<file path="config.mk">
export PLATFORM = sky130hd
export DESIGN_NAME = fp_minmax_reduce
export DESIGN_NICKNAME = d
export VERILOG_FILES = /design/src/rtl/fp_minmax_reduce.sv
export SDC_FILE = /design/constraint.sdc
export NUM_CORES = 1
export LEC_CHECK = 0
export ABC_AREA = 1
export CAP_MARGIN = 20
export CORE_AREA = 5 5 135 169
export CTS_BUF_LIST = sky130_fd_sc_hd__clkbuf_8
export DETAILED_ROUTE_END_ITERATION = 10
export DIE_AREA = 0 0 140 174
export GPL_ROUTABILITY_DRIVEN = 0
export PLACE_DENSITY = 0.64
export SLEW_MARGIN = 20
export SYNTH_ARGS = -nofsm -noshare
export SYNTH_HDL_FRONTEND = slang
export SYNTH_SLANG_ARGS = --single-unit
</file>
<file path="constraint.sdc">
create_clock -name in_clk -period 2.8 [get_ports in_clk]
set_clock_uncertainty 0.1 [all_clocks]
set_input_delay 0.28 -clock in_clk [delete_from_list [all_inputs] [get_ports in_clk]]
set_output_delay 0.28 -clock in_clk [all_outputs]
set_load 0.1 [all_outputs]
</file>
<file path="src/rtl/fp_minmax_reduce.sv">
`default_nettype none
// ============================================================================
// Module   : fp_minmax_reduce
// Brief    : Walks one binary64 min/max compare over a stream of N operands
//            and returns the winning value, its stream index and a sticky
//            NaN indication on a valid/ready result handshake.
// Revision : 1.0 - initial release
// ============================================================================
module fp_minmax_reduce #(
  parameter int unsigned DATA_WIDTH = 64,
  parameter int unsigned CNT_WIDTH  = 16
) (
  input  logic                  in_clk,
  input  logic                  in_rst_n,
  input  logic                  in_start,
  input  logic [CNT_WIDTH-1:0]  in_len,
  input  logic                  in_ctrl_minmax,
  input  logic                  in_valid,
  output logic                  out_ready,
  input  logic [DATA_WIDTH-1:0] in_data,
  input  logic                  in_res_ready,
  output logic                  out_valid,
  output logic [DATA_WIDTH-1:0] out_result,
  output logic [CNT_WIDTH-1:0]  out_index,
  output logic                  out_nan,
  output logic                  out_busy
);

  // binary64 field positions; only DATA_WIDTH = 64 is meaningful
  localparam int unsigned SIGN_BIT = DATA_WIDTH - 1;
  localparam int unsigned EXP_MSB  = DATA_WIDTH - 2;
  localparam int unsigned EXP_LSB  = 52;
  localparam int unsigned MAN_MSB  = 51;

  // canonical quiet NaN reported whenever any operand was NaN
  localparam logic [DATA_WIDTH-1:0] C_CANON_NAN = DATA_WIDTH'(64'h7FF8000000000000);

  typedef enum logic [1:0] {
    ST_IDLE   = 2'd0,
    ST_ACCUM  = 2'd1,
    ST_RESULT = 2'd2
  } state_e;

  state_e                  state_q,  state_d;
  logic [CNT_WIDTH-1:0]    len_q,    len_d;
  logic                    mode_q,   mode_d;
  logic [CNT_WIDTH-1:0]    cnt_q,    cnt_d;
  logic [DATA_WIDTH-1:0]   acc_q,    acc_d;
  logic [CNT_WIDTH-1:0]    idx_q,    idx_d;
  logic                    nan_q,    nan_d;

  logic                    w_xfer;
  logic                    w_in_nan;
  logic                    w_new_sign;
  logic                    w_acc_sign;
  logic [DATA_WIDTH-2:0]   w_new_mag;
  logic [DATA_WIDTH-2:0]   w_acc_mag;
  logic                    w_new_gt;
  logic                    w_new_lt;
  logic                    w_new_wins;
  logic [CNT_WIDTH-1:0]    w_cnt_inc;

  // Single shared compare: sign-magnitude ordering with -0 < +0; bit-identical
  // operands are neither greater nor less, so ties keep the accumulator.
  always_comb begin
    w_xfer     = in_valid && (state_q == ST_ACCUM);
    w_in_nan   = (&in_data[EXP_MSB:EXP_LSB]) && (|in_data[MAN_MSB:0]);
    w_new_sign = in_data[SIGN_BIT];
    w_acc_sign = acc_q[SIGN_BIT];
    w_new_mag  = in_data[DATA_WIDTH-2:0];
    w_acc_mag  = acc_q[DATA_WIDTH-2:0];
    if (w_new_sign != w_acc_sign) begin
      w_new_gt = !w_new_sign;
      w_new_lt = w_new_sign;
    end else if (w_new_sign) begin
      w_new_gt = w_new_mag < w_acc_mag;
      w_new_lt = w_new_mag > w_acc_mag;
    end else begin
      w_new_gt = w_new_mag > w_acc_mag;
      w_new_lt = w_new_mag < w_acc_mag;
    end
    w_new_wins = mode_q ? w_new_gt : w_new_lt;
    w_cnt_inc  = cnt_q + CNT_WIDTH'(1);
  end

  // Next-state and datapath update; everything holds unless a branch says otherwise.
  always_comb begin
    state_d = state_q;
    len_d   = len_q;
    mode_d  = mode_q;
    cnt_d   = cnt_q;
    acc_d   = acc_q;
    idx_d   = idx_q;
    nan_d   = nan_q;
    case (state_q)
      ST_IDLE: begin
        if (in_start && (in_len != '0)) begin
          len_d   = in_len;
          mode_d  = in_ctrl_minmax;
          cnt_d   = '0;
          nan_d   = 1'b0;
          state_d = ST_ACCUM;
        end
      end
      ST_ACCUM: begin
        if (w_xfer) begin
          cnt_d = w_cnt_inc;
          if (w_in_nan) begin
            // index freezes on the first NaN; later operands cannot move it
            if (!nan_q) begin
              idx_d = cnt_q;
            end
            nan_d = 1'b1;
          end else if (!nan_q && ((cnt_q == '0) || w_new_wins)) begin
            acc_d = in_data;
            idx_d = cnt_q;
          end
          if (w_cnt_inc == len_q) begin
            state_d = ST_RESULT;
          end
        end
      end
      ST_RESULT: begin
        if (in_res_ready) begin
          state_d = ST_IDLE;
        end
      end
      default: begin
        state_d = ST_IDLE;
      end
    endcase
  end

  // State and datapath registers; reset discards any partial reduction.
  always_ff @(posedge in_clk or negedge in_rst_n) begin
    if (!in_rst_n) begin
      state_q <= ST_IDLE;
      len_q   <= '0;
      mode_q  <= 1'b0;
      cnt_q   <= '0;
      acc_q   <= '0;
      idx_q   <= '0;
      nan_q   <= 1'b0;
    end else begin
      state_q <= state_d;
      len_q   <= len_d;
      mode_q  <= mode_d;
      cnt_q   <= cnt_d;
      acc_q   <= acc_d;
      idx_q   <= idx_d;
      nan_q   <= nan_d;
    end
  end

  // Outputs come straight from registered state, so they are glitch-free and
  // naturally stable while the result waits for the consumer.
  always_comb begin
    out_ready  = (state_q == ST_ACCUM);
    out_valid  = (state_q == ST_RESULT);
    out_busy   = (state_q != ST_IDLE);
    out_result = nan_q ? C_CANON_NAN : acc_q;
    out_index  = idx_q;
    out_nan    = nan_q;
  end

endmodule
`default_nettype wire
</file>
# [Word level (Yosys, flattened, before mapping)]
# Cells that the tools add are included.
[word_totals] ff_bits=116 in_bits=86 output_inout_bits=84 wordCells=63
[classes] add_sub_neg=1 order_cmp=2 n_eq_ne=10 n_mux=21 bitwise_logic=1 reduce_logical=21
[ops] cell="$mux 16" n=5
[ops] cell="$mux 64" n=1
[ops] cell="$gt 63x63->1" n=1
[ops] cell="$lt 63x63->1" n=1
[ops] cell="$reduce_or 52->1" n=1
[ops] cell="$pmux 16 s2" n=1
[ops] cell="$add 16x1->16 const B" n=1
[ops] cell="$eq 16x16->1" n=1
[ops] cell="$logic_not 16->1" n=1
[ops] cell="$reduce_and 4->1" n=4
[ops] cell="$reduce_bool 16->1" n=1
[ops] cell="$reduce_and 11->1" n=1
[ops] cell="$mux 1" n=8
[ops] cell="$mux 2" n=4
[ops] cell="$ne 2x1->1 const B" n=3
[ops] cell="$ne 2x2->1 const B" n=3
[ops] cell="$pmux 2 s3" n=1
[ops] cell="$reduce_bool 2->1" n=3
[ops] cell="$logic_and 1x1->1" n=4
[ops] cell="$reduce_and 3->1" n=1
[ops] cell="$eq 2x1->1 const B" n=1
[ops] cell="$eq 2x2->1 const B" n=1
[ops] cell="$logic_not 1->1" n=2
[ops] cell="$logic_not 2->1" n=1
[ops] cell="other kinds (5)" n=5

# [Longest topological paths before layout]
[depth] word_depth=8 depth_mapped=21 ltp_nobuf=20

# [Worst setup path before layout]
# OpenSTA, ideal clock, no wires.
[synth_timing] path_kind="register -> output" startpoint="reg nan_q, in the netlist out_nan" endpoint="out out_result[10]" arrival_time_ns=2.600 required_ns=2.420 setup_slack_ns=-0.180 path_stages_with_launch=4 path_buffers=2 cell_sequence="dfrtp_1 -> clkbuf_1 -> clkbuf_1 -> nor2_1"
[synth_between] elab_chain_cells=1
[synth_lines] item="from (decl)" line="50" source="logic nan_q, nan_d;"
[synth_lines] item="from (signal assigned)" line="151" source="nan_q <= nan_d;"
[synth_lines] item="$mux 64" line="161" source="out_result = nan_q ? C_CANON_NAN : acc_q;"
[synth_lines] item="to (decl)" line="23" source="output logic [DATA_WIDTH-1:0] out_result,"
# No other way between the ends.

# [Final worst setup path]
[layout_timing] startpoint="reg acc_q[22]" endpoint="reg acc_q[49]"
[layout_between] elab_chain_cells=7 elab_cells_between_ends=10 cone_classes="2 x order compare; 5 x mux; 3 x reduce/logical"
[layout_lines] item="from (decl)" line="48" source="logic [DATA_WIDTH-1:0] acc_q, acc_d;"
[layout_lines] item="from (signal assigned)" line="141" source="acc_q <= '0;"
[layout_lines] item="from (signal assigned)" line="149" source="acc_q <= acc_d;"
[layout_lines] item="$lt 63x63->1 or $gt 63x63->1 (tied branches)"
[layout_lines] item="$mux 1" line="75" source="end else if (w_new_sign) begin"
[layout_lines] item="$mux 1" line="72" source="if (w_new_sign != w_acc_sign) begin"
[layout_lines] item="$mux 1 *" line="82" source="w_new_wins = mode_q ? w_new_gt : w_new_lt;"
[layout_lines] item="$logic_or 1x1->1 *" line="114" source="end else if (!nan_q && ((cnt_q == '0) || w_new_wins)) begin"
[layout_lines] item="$logic_and 1x1->1 *" line="114"
[layout_lines] item="$reduce_and 4->1 (no line) *"
# Every way passes the cells marked *; elsewhere a longest branch is shown, timed or not.
# A chain may end at the register's enable or synchronous reset.

==> results.md <==
* Cell Rows at 60
* Final Max Tran Viols at 0
* Clock root buffer: clkbuf_8
* Yosys warns at 0
* Die area at around 0.024 mm^2
* Post-route ant nets at 0
* Crit path max-delay family: simple AND/OR/NAND/NOR gates
* Final instance area at ~0.011 mm^2
* Worst hold slack at roughly 0.30 ns
* Grt peak-use layer: met2
* Setup-failing EPs final at 0
* Arr. time, crit path at ~2.9 ns
* Max stage delay on crit path at between 0.3 and 0.4 ns
* Global route overflow at 0
* Slew @ Worst Pin at 0.6550 ns
* Minimum clock period after layout at roughly 2.6 ns
* # port buffers at ~170
* FF+latch count, synth at between 100 and 150
* H-tree levels at 4
* WP buf/inv at 2
* TritonCTS clock tree: built
* Fin cells at roughly 1500
* Final net count at roughly 1400
* Pwr Density at ~1000 mW/mm^2
* Die W at between 100 and 150 um
* Power, Total at 11090 uW
* DRC violations left at 0
* Initial antenna violation count at 0
* Worst-case reg-to-reg path depth at 16
* Count of cell types in the netlist at 43
* Starting Density at a little under two fifths
* HPWL Detailed at ~17000 um
* Fin Setup TNS at 0 ns
* Status: completed
* Final Hold Fails at 0
* Met2 Usage GRT at 32.89%
* Final Cycle Share at 93.95%
* Relative max-transition margin at about 56%
* Critical-path cell list: inv_1 > ha_1 > a21o_1 > nor2_1 > nand2_1 > a21oi_2 > nand2_1 > nand2_1 > nand2_2 > a21oi_1 > nand2_2 > nand3_4 > nand2_8 > clkbuf_16 > nand2_1 > nand2_1
* Clk pin slew, worst setup/hold paths at 0.07 ns
* Netlist Area Pre-Place at approximately 0.008 mm^2
* LEAKAGE at roughly 0.0055 uW
* Syn Inst Count at around 1000
* Avg Inst Size Synth at between 7 and 8 um^2
* Synthesized Nets at ~1100
* Crit end category: register
* Critical Path Slowest Stage Cell: dfrtp_1
* DR iter-0 viols at about 350
* Placed inst area at ~0.010 mm^2
* Min-Delay Path Class: in2async
* Vias in the first global route at 7382
* Total of max-cap violations at 0
* DRT Wirelength at about 22000 um
* CP Depth at 16
* Post-synthesis sequential area ratio at about 37%
* Total track usage at 18.17%
* Ant. Diodes at 0
* Crit path required time at a little over 3 ns
* Die Height at around 170 um
* CP Launch Type: register
* Via count at 7216
* Drt first pass iters at 4
* Core area at approximately 0.021 mm^2
* P&R area growth vs syn at 35.47%
* Clock Latency Late Sink at roughly 0.44 ns
* Highest Clock Rate at approximately 0.38 GHz
* Max rail drop VDD at approximately 1 mV
* CP Class: reg2reg
* I/O Pins at 170
* Crit-path max FO at 14
* GRT met1 Usage at 21.52%
* First-pass GRT wire length at roughly 36000 um
* Met3 usage at around 3.6%
* Largest net degree at the start of global routing at 47
* CTS buffer count at 17
* CTS Buffer Depth at 2
* Drt via density at roughly 4.7
* Clock sinks at roughly 120
* Ratio of cells with drive above 1 in the final layout at 23.22%
* Inst Count DP at around 1500
* Routed len/inst at between 10 and 15 um
* CP most frequent cell: nand2_1
==> worst reg2reg max path, stage by stage (launching register included) <==
cell       delay, ns
dfrtp_1         0.38
inv_1           0.08
ha_1            0.24
a21o_1          0.18
nor2_1          0.13
nand2_1         0.09
a21oi_2         0.17
nand2_1         0.11
nand2_1         0.09
nand2_2         0.07
a21oi_1         0.15
nand2_2         0.11
nand3_4         0.19
nand2_8         0.12
clkbuf_16       0.21
nand2_1         0.07
nand2_1         0.05
==> cells by family after synthesis <==
kind of cell             Yosys count  share of synthesized area, %
flip-flops                       116                         37.17
buffers and inverters            169                         10.46
AO/OA/AOI/OAI                     88                         6.745
XOR/XNOR                          15                         1.682
AND/OR/NAND/NOR                  543                         33.53
adder cells (fa/ha/maj)           65                         10.41
==> per-layer routing <==
| metal | share of wire, % | wire length (um) |
|---|---|---|
| met4 | 1.8 | 398 |
| met2 | 51 | 11540 |
| met5 | 0 | 0 |
| met1 | 42 | 9441 |
| met3 | 4.6 | 1031 |
==> area by class of cell <==
class	count	area (um^2)
Clock buffer	17	234.0
Clock inverter	15	148.9
Fill cell	2101	10590
Inverter	134	503.0
Multi-Input combinational cell	712	4115
Sequential cell	116	2904
Tap cell	279	349.1
Timing Repair Buffer	259	2326
==> repair_timing <==
item | in CTS | in global routing
setup buffers | 0 | 2
gates resized for setup | 0 | 5
hold endpoints to repair | 43 | 0
hold buffers | 1 | 0
setup endpoints to repair | 0 | 72
==> metrics by stage <==
| stage | setup slack [ns] | util [%] |
|---|---|---|
| 2_1_floorplan | -0.1802 | - |
| 3_3_place_gp | -0.1859 | 47.56 |
| 3_5_place_dp | -0.2409 | 47.56 |
| 4_1_cts | 0.1327 | 49.41 |
| 5_1_grt | -0.02315 | 49.98 |
| 6_report | 0.1695 | 49.98 |
==> cells in the final DEF, fill, tap and decap left out, drive strengths merged <==
master         synthesis  final
buf                   19    171
a21oi                 31     31
or2                    3      3
o22ai                 11     11
nand4                 21     21
nand3                 85     85
nand3b                 5      5
nor4                  16     16
a21o                   3      3
nor2                  90     90
xor2                  12     12
o21ai                 37     37
clkdlybuf4s50          0     84
xnor2                  3      3
bufinv                 0      3
o21a                   3      3
ha                    65     65
clkinv                 0      8
and2                   3      3
a21boi                 2      2
nor3                   4      4
nand2                316    317
dfrtp                116    116
inv                  134    137
clkbuf                16     20
clkinvlp               0      1
o211ai                 1      1
dlygate4sd3            0      1
==> state kept, by name, indices dropped and copies added (netlist names) <==
name	count
len_q	16
state_q	2
out_nan	1
cnt_q	16
out_index	16
acc_q	64
mode_q	1
==> cells in the mapped netlist (all sizes together) <==
cell type  instances  share of area (%)
nand3             85                8.3
and2               3               0.34
o22ai             11               0.88
nor2              90                4.9
dfrtp            116                 37
or2                3               0.24
a21o               3               0.30
a21boi             2               0.34
nand2            316                 16
clkbuf            16               0.95
nor4              16                1.3
buf               19                3.1
o211ai             1              0.096
o21a               3               0.29
a21oi             31                2.0
nor3               4               0.32
nand4             21                1.9
nand3b             5               0.48
xor2              12                1.3
xnor2              3               0.34
o21ai             37                2.9
inv              134                6.4
ha                65                 10
==> power by group <==
group	internal, uW	switching, uW
sequential	2320	427
clock	855	689
combinational	1920	4880
total	5090	6000
==> worst paths after layout <==
path / start / endpoint / slack, ns
min in group in_clk: in_len[12] / len_q[12] / 0.31
min: in_rst_n / acc_q[59] / 0.30
max in group asynchronous: in_rst_n / len_q[14] / 1.49
max reg2reg: acc_q[22] / acc_q[49] / 0.17
max: acc_q[22] / acc_q[49] / 0.17
min reg2reg: acc_q[2] / acc_q[2] / 0.37
(Power assumes the default switching activity.)
